==> config.mk <==
export PLATFORM = sky130hd
export DESIGN_NAME = audio_stream_ctrl
export DESIGN_NICKNAME = d
export VERILOG_FILES = /design/src/rtl/audio_stream_ctrl.sv
export SDC_FILE = /design/constraint.sdc
export NUM_CORES = 1
export LEC_CHECK = 0
export CORE_ASPECT_RATIO = 1.2
export CORE_MARGIN = 4
export CORE_UTILIZATION = 45
export CTS_CLUSTER_DIAMETER = 50
export DETAILED_ROUTE_END_ITERATION = 8
export PLACE_DENSITY = 0.72
export SLEW_MARGIN = 40
export SYNTH_ARGS = -nofsm -noshare
export SYNTH_HDL_FRONTEND = slang
export SYNTH_SLANG_ARGS = --single-unit
==> constraint.sdc <==
create_clock -name CLOCK_50 -period 4 [get_ports CLOCK_50]
set_input_delay 1 -clock CLOCK_50 [delete_from_list [all_inputs] [get_ports CLOCK_50]]
set_output_delay 1 -clock CLOCK_50 [all_outputs]
set_load 0.005 [all_outputs]
==> src/rtl/audio_stream_ctrl.sv <==
// Codec audio bridge: captures ADC pairs, optionally routes them through an external
// processing engine, and queues results in a small FIFO that feeds the DAC side.
module audio_stream_ctrl #(
  parameter int DATA_W = 24,
  parameter int DEPTH  = 4
) (
  input  logic              CLOCK_50,
  input  logic              reset,
  input  logic              enable,
  input  logic              bypass,
  input  logic              read_ready,
  input  logic [DATA_W-1:0] readdata_left,
  input  logic [DATA_W-1:0] readdata_right,
  output logic              read,
  input  logic              write_ready,
  output logic              write,
  output logic [DATA_W-1:0] writedata_left,
  output logic [DATA_W-1:0] writedata_right,
  output logic              proc_valid,
  output logic [DATA_W-1:0] proc_left,
  output logic [DATA_W-1:0] proc_right,
  input  logic              proc_ready,
  input  logic              res_valid,
  input  logic [DATA_W-1:0] res_left,
  input  logic [DATA_W-1:0] res_right,
  output logic [15:0]       overflow_cnt,
  output logic [15:0]       underflow_cnt,
  output logic              busy
);

  localparam int AW = (DEPTH > 1) ? $clog2(DEPTH) : 1;
  localparam int CW = $clog2(DEPTH + 1);

  typedef struct packed {
    logic [DATA_W-1:0] l;
    logic [DATA_W-1:0] r;
  } pair_t;

  typedef enum logic [1:0] {IDLE, REQ, WAIT_RES} state_t;

  state_t        state_q, state_d;
  pair_t         lat_q, lat_d;
  pair_t         mem_q [DEPTH];
  logic [AW-1:0] wr_ptr_q, wr_ptr_d, rd_ptr_q, rd_ptr_d;
  logic [CW-1:0] cnt_q, cnt_d;
  logic [15:0]   ovf_q, ovf_d, unf_q, unf_d;

  logic  full, empty, capture, push, pop, zero_fill;
  pair_t push_data, head;

  assign full  = (cnt_q == CW'(DEPTH));
  assign empty = (cnt_q == '0);
  assign head  = mem_q[rd_ptr_q];

  // Reset gates the combinational handshakes so nothing leaks out while held.
  assign capture   = (state_q == IDLE) && enable && read_ready && !reset;
  assign pop       = write_ready && !empty && !reset;
  assign zero_fill = write_ready && empty && enable && !reset;

  always_comb begin
    state_d    = state_q;
    lat_d      = lat_q;
    ovf_d      = ovf_q;
    push       = 1'b0;
    push_data  = '0;
    proc_valid = 1'b0;
    case (state_q)
      IDLE: begin
        if (capture) begin
          if (full) begin
            ovf_d = (ovf_q != 16'hFFFF) ? ovf_q + 16'd1 : ovf_q;
          end else if (bypass) begin
            push      = 1'b1;
            push_data = '{l: readdata_left, r: readdata_right};
          end else begin
            lat_d   = '{l: readdata_left, r: readdata_right};
            state_d = REQ;
          end
        end
      end
      REQ: begin
        proc_valid = 1'b1;
        if (proc_ready) state_d = WAIT_RES;
      end
      WAIT_RES: begin
        // Single sample in flight, so the FIFO always has room for the result.
        if (res_valid) begin
          push      = 1'b1;
          push_data = '{l: res_left, r: res_right};
          state_d   = IDLE;
        end
      end
      default: state_d = IDLE;
    endcase
  end

  always_comb begin
    wr_ptr_d = push ? wr_ptr_q + AW'(1) : wr_ptr_q;
    rd_ptr_d = pop  ? rd_ptr_q + AW'(1) : rd_ptr_q;
    cnt_d    = cnt_q;
    case ({push, pop})
      2'b10:   cnt_d = cnt_q + CW'(1);
      2'b01:   cnt_d = cnt_q - CW'(1);
      default: cnt_d = cnt_q;
    endcase
    unf_d = (zero_fill && unf_q != 16'hFFFF) ? unf_q + 16'd1 : unf_q;
  end

  always_ff @(posedge CLOCK_50 or posedge reset) begin
    if (reset) begin
      state_q  <= IDLE;
      lat_q    <= '0;
      wr_ptr_q <= '0;
      rd_ptr_q <= '0;
      cnt_q    <= '0;
      ovf_q    <= '0;
      unf_q    <= '0;
    end else begin
      state_q  <= state_d;
      lat_q    <= lat_d;
      wr_ptr_q <= wr_ptr_d;
      rd_ptr_q <= rd_ptr_d;
      cnt_q    <= cnt_d;
      ovf_q    <= ovf_d;
      unf_q    <= unf_d;
    end
  end

  // Storage needs no reset; occupancy alone defines which entries are live.
  always_ff @(posedge CLOCK_50) begin
    if (push) mem_q[wr_ptr_q] <= push_data;
  end

  assign read            = capture;
  assign write           = pop | zero_fill;
  assign writedata_left  = pop ? head.l : '0;
  assign writedata_right = pop ? head.r : '0;
  assign proc_left       = lat_q.l;
  assign proc_right      = lat_q.r;
  assign overflow_cnt    = ovf_q;
  assign underflow_cnt   = unf_q;
  assign busy            = (state_q != IDLE);

endmodule
==> flow_metrics.tcl, run 1 <==
set metrics [dict create \
    power_frac_seq_pct 42.5 \
    drive_gt1_share_pct 19.0 \
    avgSynthCellArea_um2 17.6 \
    ff2ff_setup_slack_ps 1400 \
    p_total_mw 8.68 \
    final_cell_count_no_fill 1252 \
    synthSimpleGateAreaFrac_pct 6.46 \
    ctsHoldBuffers 0 \
    ir_drop_mv 0.388 \
    ant_nets 0 \
    clkSlewWorstSetupHoldPaths_ps 60 \
    antenna_found_initial 0 \
    place.port_buffers 235 \
    cts_max_level 1 \
    r2r_end "cnt_q[2]" \
    fin_crit_sh_pct 94.1 \
    r2r-start "cnt_q[0]" \
    first_global_vias 7319 \
    rsz0062_at_grt "false" \
    worstSetupEndpointType "output port" \
    fill_cells 1890 \
    startpoint "reset" \
    cts_resized 0 \
    netSwitchingFraction_pct 24.7 \
    num_vias 6706 \
    dr.pass1.iters 4 \
    top_level_ports 236 \
    n_antenna_cell 0 \
    grt_pass1_wl_um 40500 \
    setup-tns-final_ps 0 \
    synthArstFlopShare_pct 31.7 \
    slew_headroom_pct 53.3 \
    grt_max_degree 52 \
    synth_top_family_by_area "multiplexers" \
    synth_ff_type "edfxtp_1" \
    fp-row-count 63 \
    synth_top_area_share_pct 50.3 \
    wire_per_inst_um 20.5 \
    p_int_mw 6.53 \
    vias_per_cell 5.36 \
    ys_seq_area_share_pct 69.7 \
    gp_congestion 0.775 \
    syn_area_mm2 0.0115 \
    dp_slack_ps 203 \
    critPathCapture "writedata_left[2]" \
    dieWidth_um 154 \
    synthAdderAreaFrac_pct 0.938 \
    dp_cells 1201 \
    yosysUniqueCellTypes 40 \
    nets 1018 \
    synthTopCellsByArea "edfxtp_1, dfrtp_1, mux4_2" \
    status "finished, final reports clean" \
    start_kind "primary input" \
    drv_cap 0 \
    track_usage_pct 18.0 \
    comb_power_share_pct 27.2 \
    core-area_mm2 0.0249 \
    fin_util_pct 61.3 \
    syn_inst 653 \
    hp-class "reg2reg" \
    p_clk_share_pct 30.2 \
    cts_tree "done" \
    clk_latency_ps 530 \
    initial_core_util_pct 46.1 \
    reg2reg_depth 10 \
    wirelength_um 25700 \
    synth-warning-count 0 \
    hpwl_um 16700 \
    worstMarginPinSlew_ps 699 \
    leakage_nw 5.57 \
    worst_clock_skew_ps 12.0 \
    fmax_ghz 0.266 \
    clock-sinks 281 \
    synth_mux_area_share_pct 14.6 \
    post_synth_xor_area_fraction_pct 2.60 \
    cts_buffers 28 \
    holdWs_ps 502 \
    pwr_density_cell_mw_per_mm2 569 \
    dieHeight_um 183 \
    seqCellArea_mm2 0.00800 \
    clockBufferDepth 3 \
    synth_fp_nets 765 \
    path_max_fanout 51 \
    synth_top_cell_by_area "edfxtp_1" \
    clock-root-buffer "clkbuf_16" \
    postCtsSetupBuffers 0 \
    synth-seq-cells 281 \
    design_area_mm2 0.0153 \
    synth_edf_count 192 \
    die-area_mm2 0.0281 \
    grt_overflow 0 \
    worst_slack_ps 237 \
    arrival_ps 2760 \
    final-setup-viol-count 0 \
    worst-setup-path-type "in2out" \
    multi_input_area_mm2 0.00332 \
    final-hold-violation-count 0 \
    place_area_mm2 0.0143 \
    switchingPower_mw 2.15 \
    slew_violations 0 \
    period_minus_slack_ps 3760 \
    drt-initial-drc-count 219 \
    crit_required_ps 3000 \
    synth_compound_area_share_pct 4.17 \
    remaining_drc_errors 0 \
    syn2layout_area_growth_pct 33.0 \
]
-- routing by layer --
layer	vias up	global-route usage [%]	wire, µm
met2	199	32.4	13400
li1	3029	-	-
met1	3443	22.8	10400
met4	0	3.64	413
met5	-	0	0
met3	35	3.82	1450
-- synthesized netlist by cell type (2+ instances only) --
master and n:
edfxtp_1 192, dfrtp_1 89, mux2_2 52, a22o_1 49, nor2b_1 49, mux4_2 48
clkbuf_1 19, xor2_1 18, nor2_1 16, xnor2_1 16, inv_1 13, nand2_1 13
nand4_1 10, buf_2 9, nand3_1 9, ha_1 7, nor3_1 6, and2_1 5
buf_1 4, or2_2 3, and3_1 2, and4_1 2, nand2b_1 2, nor4_1 2
o21ai_0 2, or3_1 2
-- placed cells by master, fill, tap and decap left out, drive strengths merged, types with 4 or more instances in the layout --
| cell type | synthesis | layout |
|---|---|---|
| clkbuf | 19 | 41 |
| xnor2 | 16 | 16 |
| and2 | 5 | 5 |
| nand4 | 10 | 10 |
| edfxtp | 192 | 192 |
| nand2 | 13 | 13 |
| nor3 | 7 | 7 |
| nor2 | 16 | 16 |
| inv | 13 | 16 |
| dfrtp | 89 | 89 |
| mux4 | 48 | 48 |
| or2 | 4 | 4 |
| buf | 13 | 20 |
| xor2 | 18 | 18 |
| a22o | 49 | 49 |
| nand3 | 9 | 9 |
| ha | 7 | 7 |
| clkdlybuf4s50 | 0 | 235 |
| mux2 | 52 | 52 |
| nor2b | 49 | 49 |
-- flip-flops by register name, summed over array words and instances, names as in the netlist --
register / flops
proc_right: 24
rd_ptr_q: 2
overflow_cnt: 16
proc_left: 24
underflow_cnt: 16
cnt_q: 3
wr_ptr_q: 2
mem_q: 192
state_q: 2
-- critical path: stages --
cell             delay (ps)
clkdlybuf4s50_1         500
nor2b_1                 220
nand2b_2                100
buf_12                  200
nor2b_1                 200
clkdlybuf4s50_1         540
-- area by class of cell --
cell class | instances | area share (%)
Timing Repair Buffer | 255 | 16.8
Tap cell | 325 | 2.66
Inverter | 13 | 0.336
Sequential cell | 281 | 52.4
Multi-Input combinational cell | 327 | 21.7
Clock buffer | 41 | 5.12
Clock inverter | 10 | 0.935
-- power groups by stage --
stage	Clock (mW)	Combinational, mW	Sequential (mW)
6_report	2.62	2.36	3.69
5_1_grt	2.82	2.56	3.73
4_1_cts	2.70	2.44	3.69
3_5_place_dp	0	2.43	3.75
3_3_place_gp	0	2.41	3.73
2_1_floorplan	0	1.24	3.74
-- worst min path at each step --
stage	start	to	cells after the start
6_report	proc_left[22]	proc_left[22]	1
5_1_grt	proc_right[2]	proc_right[2]	1
4_1_cts	proc_right[17]	proc_right[17]	1
3_5_place_dp	underflow_cnt[7]	underflow_cnt[7]	1
3_3_place_gp	cnt_q[2]	cnt_q[2]	1
2_1_floorplan	cnt_q[2]	cnt_q[2]	1
-- logic make-up after synthesis --
family,Yosys count
mux,101
compound gates,56
simple gates,128
xor+xnor,34
flops,281
buf+inv,45
fa+ha+maj,8
(Power assumes the default switching activity.)
==> inputs of run 2 (changes only) <==
--- a/config.mk
+++ b/config.mk
@@ -11,6 +11,7 @@
 export CTS_CLUSTER_DIAMETER = 50
 export DETAILED_ROUTE_END_ITERATION = 8
 export PLACE_DENSITY = 0.72
+export SKIP_CTS_REPAIR_TIMING = 1
 export SLEW_MARGIN = 40
 export SYNTH_ARGS = -nofsm -noshare
 export SYNTH_HDL_FRONTEND = slang
==> constraint.sdc (replaced) <==
create_clock -name CLOCK_50 -period 3.9 [get_ports CLOCK_50]
set_input_delay 0.975 -clock CLOCK_50 [delete_from_list [all_inputs] [get_ports CLOCK_50]]
set_output_delay 0.975 -clock CLOCK_50 [all_outputs]
set_load 0.005 [all_outputs]
==> run 2 against run 1 <==
Combinational power hardly changed. Count of clock-buffer cells in the layout is 7 lower. Total power is 1.4% higher. Final cell count is 0.16% higher. Utilization is 0.12 points lower. Final area is 0.19% lower. Largest power group unchanged.
==> flow_metrics.tcl, run 2 (synthesis gave the netlist of run 1 again) <==
set metrics [dict create \
    grt_max_degree 52 \
    slew_headroom_pct 54.3 \
    dieWidth_um 154 \
    drv_cap 0 \
    top_level_ports 236 \
    worst_clock_skew_ps 11.6 \
    cts_buffers 29 \
    ir_drop_mv 0.374 \
    final_cell_mix "clkdlybuf4s50_1, edfxtp_1, dfrtp_1" \
    clkSlewWorstSetupHoldPaths_ps 70 \
    path_max_fanout 18 \
    pwr_density_cell_mw_per_mm2 578 \
    slew_violations 0 \
    hp-class "reg2reg" \
    drt-initial-drc-count 271 \
    grt_pass1_wl_um 40700 \
    cts_max_level 1 \
    p_total_mw 8.80 \
    n_antenna_cell 0 \
    cpMaxStageDelayCell "dfrtp_4" \
    fin_crit_sh_pct 94.5 \
    dr.pass1.iters 4 \
    hpwl_um 17000 \
    arrival_ps 2710 \
    fill_cells 1924 \
    crit_required_ps 2920 \
    p_clk_share_pct 29.1 \
    place_area_mm2 0.0143 \
    vias_per_cell 5.31 \
    place.port_buffers 235 \
    syn2layout_area_growth_pct 32.8 \
    die-area_mm2 0.0281 \
    comb_power_share_pct 26.9 \
    nets 1019 \
    fp-row-count 63 \
    leakage_nw 5.56 \
    gp_congestion 0.754 \
    core-area_mm2 0.0249 \
    remaining_drc_errors 0 \
    final-hold-violation-count 0 \
    ff2ff_setup_slack_ps 1240 \
    dieHeight_um 183 \
    p_int_mw 6.52 \
    switchingPower_mw 2.28 \
    wire_per_inst_um 20.6 \
    clockBufferDepth 3 \
    setup-tns-final_ps 0 \
    clock-sinks 281 \
    period_minus_slack_ps 3690 \
    track_usage_pct 18.2 \
    start_kind "register" \
    worstPathCellList "buf_4 > mux4_2 > nor2b_1 > clkdlybuf4s50_1" \
    seqCellArea_mm2 0.00800 \
    worstSetupEndpointType "output port" \
    critPathMaxStageDelay_ps 660 \
    ant_nets 0 \
    largest_reg_flops 192 \
    design_area_mm2 0.0152 \
    num_vias 6654 \
    worst-setup-path-type "reg2out" \
    antenna_found_initial 0 \
    dp_cells 1201 \
    final_common_cell "clkdlybuf4s50_1" \
    final_cell_count_no_fill 1254 \
    initial_core_util_pct 46.1 \
    fmax_ghz 0.271 \
    status "finished, final reports clean" \
    clock-root-buffer "clkbuf_16" \
    regMostFlops "mem_q" \
    first_global_vias 7196 \
    clk_latency_ps 520 \
    cts_tree "done" \
    multi_input_area_mm2 0.00332 \
    worstMarginPinSlew_ps 686 \
    drive_gt1_share_pct 19.8 \
    final-setup-viol-count 0 \
    power_frac_seq_pct 44.1 \
    rsz0062_at_grt "false" \
    grt_overflow 0 \
    netSwitchingFraction_pct 25.9 \
    wirelength_um 25800 \
]
## run 2: cell count changes in the layout (fill, tap and decap cells not counted)
cell | previous run | this run
clkinvlp_4 | 2 | 5
clkinv_8 | 0 | 1
clkbuf_1 | 11 | 5
inv_6 | 2 | 3
bufinv_16 | 3 | 0
clkinv_2 | 1 | 4
clkinv_4 | 0 | 4
clkbuf_8 | 1 | 0
## run 2: metal layers
| layer | track usage (%) | vias up | part of all wire, % |
|---|---|---|---|
| met5 | 0 | - | 0 |
| met4 | 3.78 | 0 | 1.5 |
| met3 | 3.82 | 32 | 5.5 |
| met2 | 32.3 | 178 | 52 |
| met1 | 23.3 | 3404 | 41 |
| li1 | - | 3040 | - |
## run 2: power groups by stage
stage          Clock [mW]  Combinational [mW]  Sequential (mW)
2_1_floorplan           0                1.27             3.84
3_3_place_gp            0                2.40             3.93
3_5_place_dp            0                2.41             3.95
4_1_cts              2.63                2.42             3.89
5_1_grt              2.78                2.55             3.94
6_report             2.56                2.36             3.88
## run 2: worst max-delay path: cells and delay by family (launching register included)
kind / cells / cell delay [ps]
flip-flops: 1 / 660
AND/OR/NAND/NOR: 1 / 150
multiplexers: 1 / 570
buffers and inverters: 2 / 780
## run 2: area by class of cell
type / instances / area share (%)
clock buffers: 34 / 4.89
clock inverters: 19 / 0.986
inverters: 13 / 0.337
multi-input cells: 327 / 21.8
flip-flops and latches: 281 / 52.5
well taps: 325 / 2.67
repair buffers: 255 / 16.8
## run 2: worst paths after layout
| check | startpoint | cells past startpoint | to |
|---|---|---|---|
| min in group asynchronous | reset | 3 | state_q[1] |
| min | cnt_q[2] | 1 | cnt_q[2] |
| max | rd_ptr_q[0] | 4 | writedata_left[8] |
| min reg2reg | cnt_q[2] | 1 | cnt_q[2] |
| max in group asynchronous | reset | 4 | proc_right[4] |
| max reg2reg | cnt_q[0] | 10 | cnt_q[2] |
## run 2: through the flow
stage,setup slack [ps],utilization [%],hold slack [ps]
after floorplan,573,-,456
after global placement,220,57.6,475
after detailed placement,219,57.6,479
after CTS,137,61.2,491
after global routing,60.8,61.2,512
final,214,61.2,491
==> inputs of run 3 (changes only) <==
--- a/config.mk
+++ b/config.mk
@@ -10,8 +10,9 @@
 export CORE_UTILIZATION = 45
 export CTS_CLUSTER_DIAMETER = 50
 export DETAILED_ROUTE_END_ITERATION = 8
-export PLACE_DENSITY = 0.72
+export PLACE_DENSITY = 0.7
 export SKIP_CTS_REPAIR_TIMING = 1
+export SKIP_LAST_GASP = 1
 export SLEW_MARGIN = 40
 export SYNTH_ARGS = -nofsm -noshare
 export SYNTH_HDL_FRONTEND = slang
==> run 3 against run 2 <==
Count of clock-buffer cells in the layout grew 8. Final area grew 1.1%. First-iteration DRC count grew 31%. Utilization grew 0.69 points. Critical endpoint is now writedata_right[16].
==> flow_metrics.tcl, run 3 (synthesis gave the netlist of run 1 again) <==
set metrics [dict create \
    status "finished, final reports clean" \
    drive_gt1_share_pct 20.4 \
    grt_max_degree 50 \
    hpwl_um 16600 \
    n_antenna_cell 0 \
    worstPathCellList "clkdlybuf4s50_1 > nor2b_1 > nand2b_2 > buf_12 > nor2b_1 > clkdlybuf4s50_1" \
    pwr_density_cell_mw_per_mm2 591 \
    hp-class "reg2reg" \
    grt_overflow 0 \
    initial_core_util_pct 46.1 \
    syn2layout_area_growth_pct 34.3 \
    start_kind "primary input" \
    ir_drop_mv 0.363 \
    fin_crit_sh_pct 94.6 \
    fin_util_pct 61.9 \
    nets 1021 \
    worst-setup-path-type "in2out" \
    arrival_ps 2720 \
    min_from "underflow_cnt[7]" \
    clock-root-buffer "clkbuf_16" \
    largest_reg_flops 192 \
    seqCellArea_mm2 0.00800 \
    cts_tree "done" \
    final-setup-viol-count 0 \
    period_minus_slack_ps 3690 \
    worstMarginPinSlew_ps 682 \
    p_total_mw 9.10 \
    multi_input_area_mm2 0.00332 \
    gp_congestion 0.747 \
    drt-initial-drc-count 356 \
    slew_violations 0 \
    final-hold-violation-count 0 \
    clock-sinks 281 \
    cpMaxStageDelayCell "clkdlybuf4s50_1" \
    die-area_mm2 0.0281 \
    cts_max_level 1 \
    num_vias 6646 \
    first_global_vias 7117 \
    crit_required_ps 2920 \
    critPathBufInv 3 \
    grt_pass1_wl_um 39900 \
    worst_clock_skew_ps 8.36 \
    setup-tns-final_ps 0 \
    final_cell_mix "clkdlybuf4s50_1, edfxtp_1, dfrtp_1" \
    clockBufferDepth 3 \
    dieHeight_um 183 \
    r2r-start "cnt_q[0]" \
    final_common_cell "clkdlybuf4s50_1" \
    clkSlewWorstSetupHoldPaths_ps 60 \
    path_max_fanout 48 \
    drv_cap 0 \
    remaining_drc_errors 0 \
    fp-row-count 63 \
    fill_cells 1867 \
    critPathMaxStageDelay_ps 530 \
    reg2reg_depth 10 \
    core-area_mm2 0.0249 \
    vias_per_cell 5.28 \
    ff2ff_setup_slack_ps 1300 \
    antenna_found_initial 1 \
    regMostFlops "mem_q" \
    path_delay_family "buffers and inverters" \
    worstSetupEndpointType "output port" \
    leakage_nw 5.64 \
    place_area_mm2 0.0144 \
    wirelength_um 25400 \
    r2r_end "cnt_q[2]" \
    dieWidth_um 154 \
    fmax_ghz 0.271 \
    place.port_buffers 235 \
    ant_nets 0 \
    top_level_ports 236 \
    min_to "underflow_cnt[7]" \
    design_area_mm2 0.0154 \
    wire_per_inst_um 20.2 \
    track_usage_pct 17.8 \
    cts_buffers 31 \
    slew_headroom_pct 54.4 \
    rsz0062_at_grt "false" \
    hold_path_depth 1 \
    clk_latency_ps 530 \
    dr.pass1.iters 4 \
]
==> run 3: changes by cell type in the layout (fill, tap and decap cells not counted), moves of 2 or more <==
cell	change
buf_12	+2
clkbuf_8	+7
clkinv_4	-2
buf_4	-2
clkbuf_16	+2
clkinv_2	+2
bufinv_16	+2
==> run 3: worst max-delay path by stage <==
stage	start	end	cells after the start
after CTS	write_ready	writedata_right[16]	6
after detailed placement	write_ready	writedata_right[7]	6
final	write_ready	writedata_right[16]	6
after global routing	write_ready	writedata_right[7]	6
after global placement	write_ready	writedata_right[7]	6
after floorplan	read_ready	mem_q[0][0]	6
==> run 3: area by class of cell <==
class / count / share of cell area (%)
flip-flops and latches: 281 / 51.9
multi-input cells: 327 / 21.5
repair buffers: 255 / 16.8
clock buffers: 42 / 5.76
well taps: 325 / 2.64
clock inverters: 16 / 1.01
inverters: 13 / 0.333
==> run 3: layer usage <==
metal | GRT usage [%] | routed length (µm) | up-vias
met5 | 0 | 0 | -
met4 | 2.79 | 284 | 0
met3 | 4.41 | 1700 | 25
met2 | 31.1 | 12900 | 213
met1 | 23.3 | 10500 | 3374
li1 | - | - | 3034
==> run 3: through the flow <==
step           setup slack, ps  hold slack (ps)  std cells
2_1_floorplan              573              456        653
3_3_place_gp               176              487       1201
3_5_place_dp               177              485       1201
4_1_cts                    163              498       1259
5_1_grt                    113              516       1259
6_report                   209              494       1259
==> run 3: power breakdown <==
part           total, mW  internal [mW]  switching, mW
clock               2.88           1.73           1.14
combinational       2.44           1.53          0.907
sequential          3.79           3.59          0.195
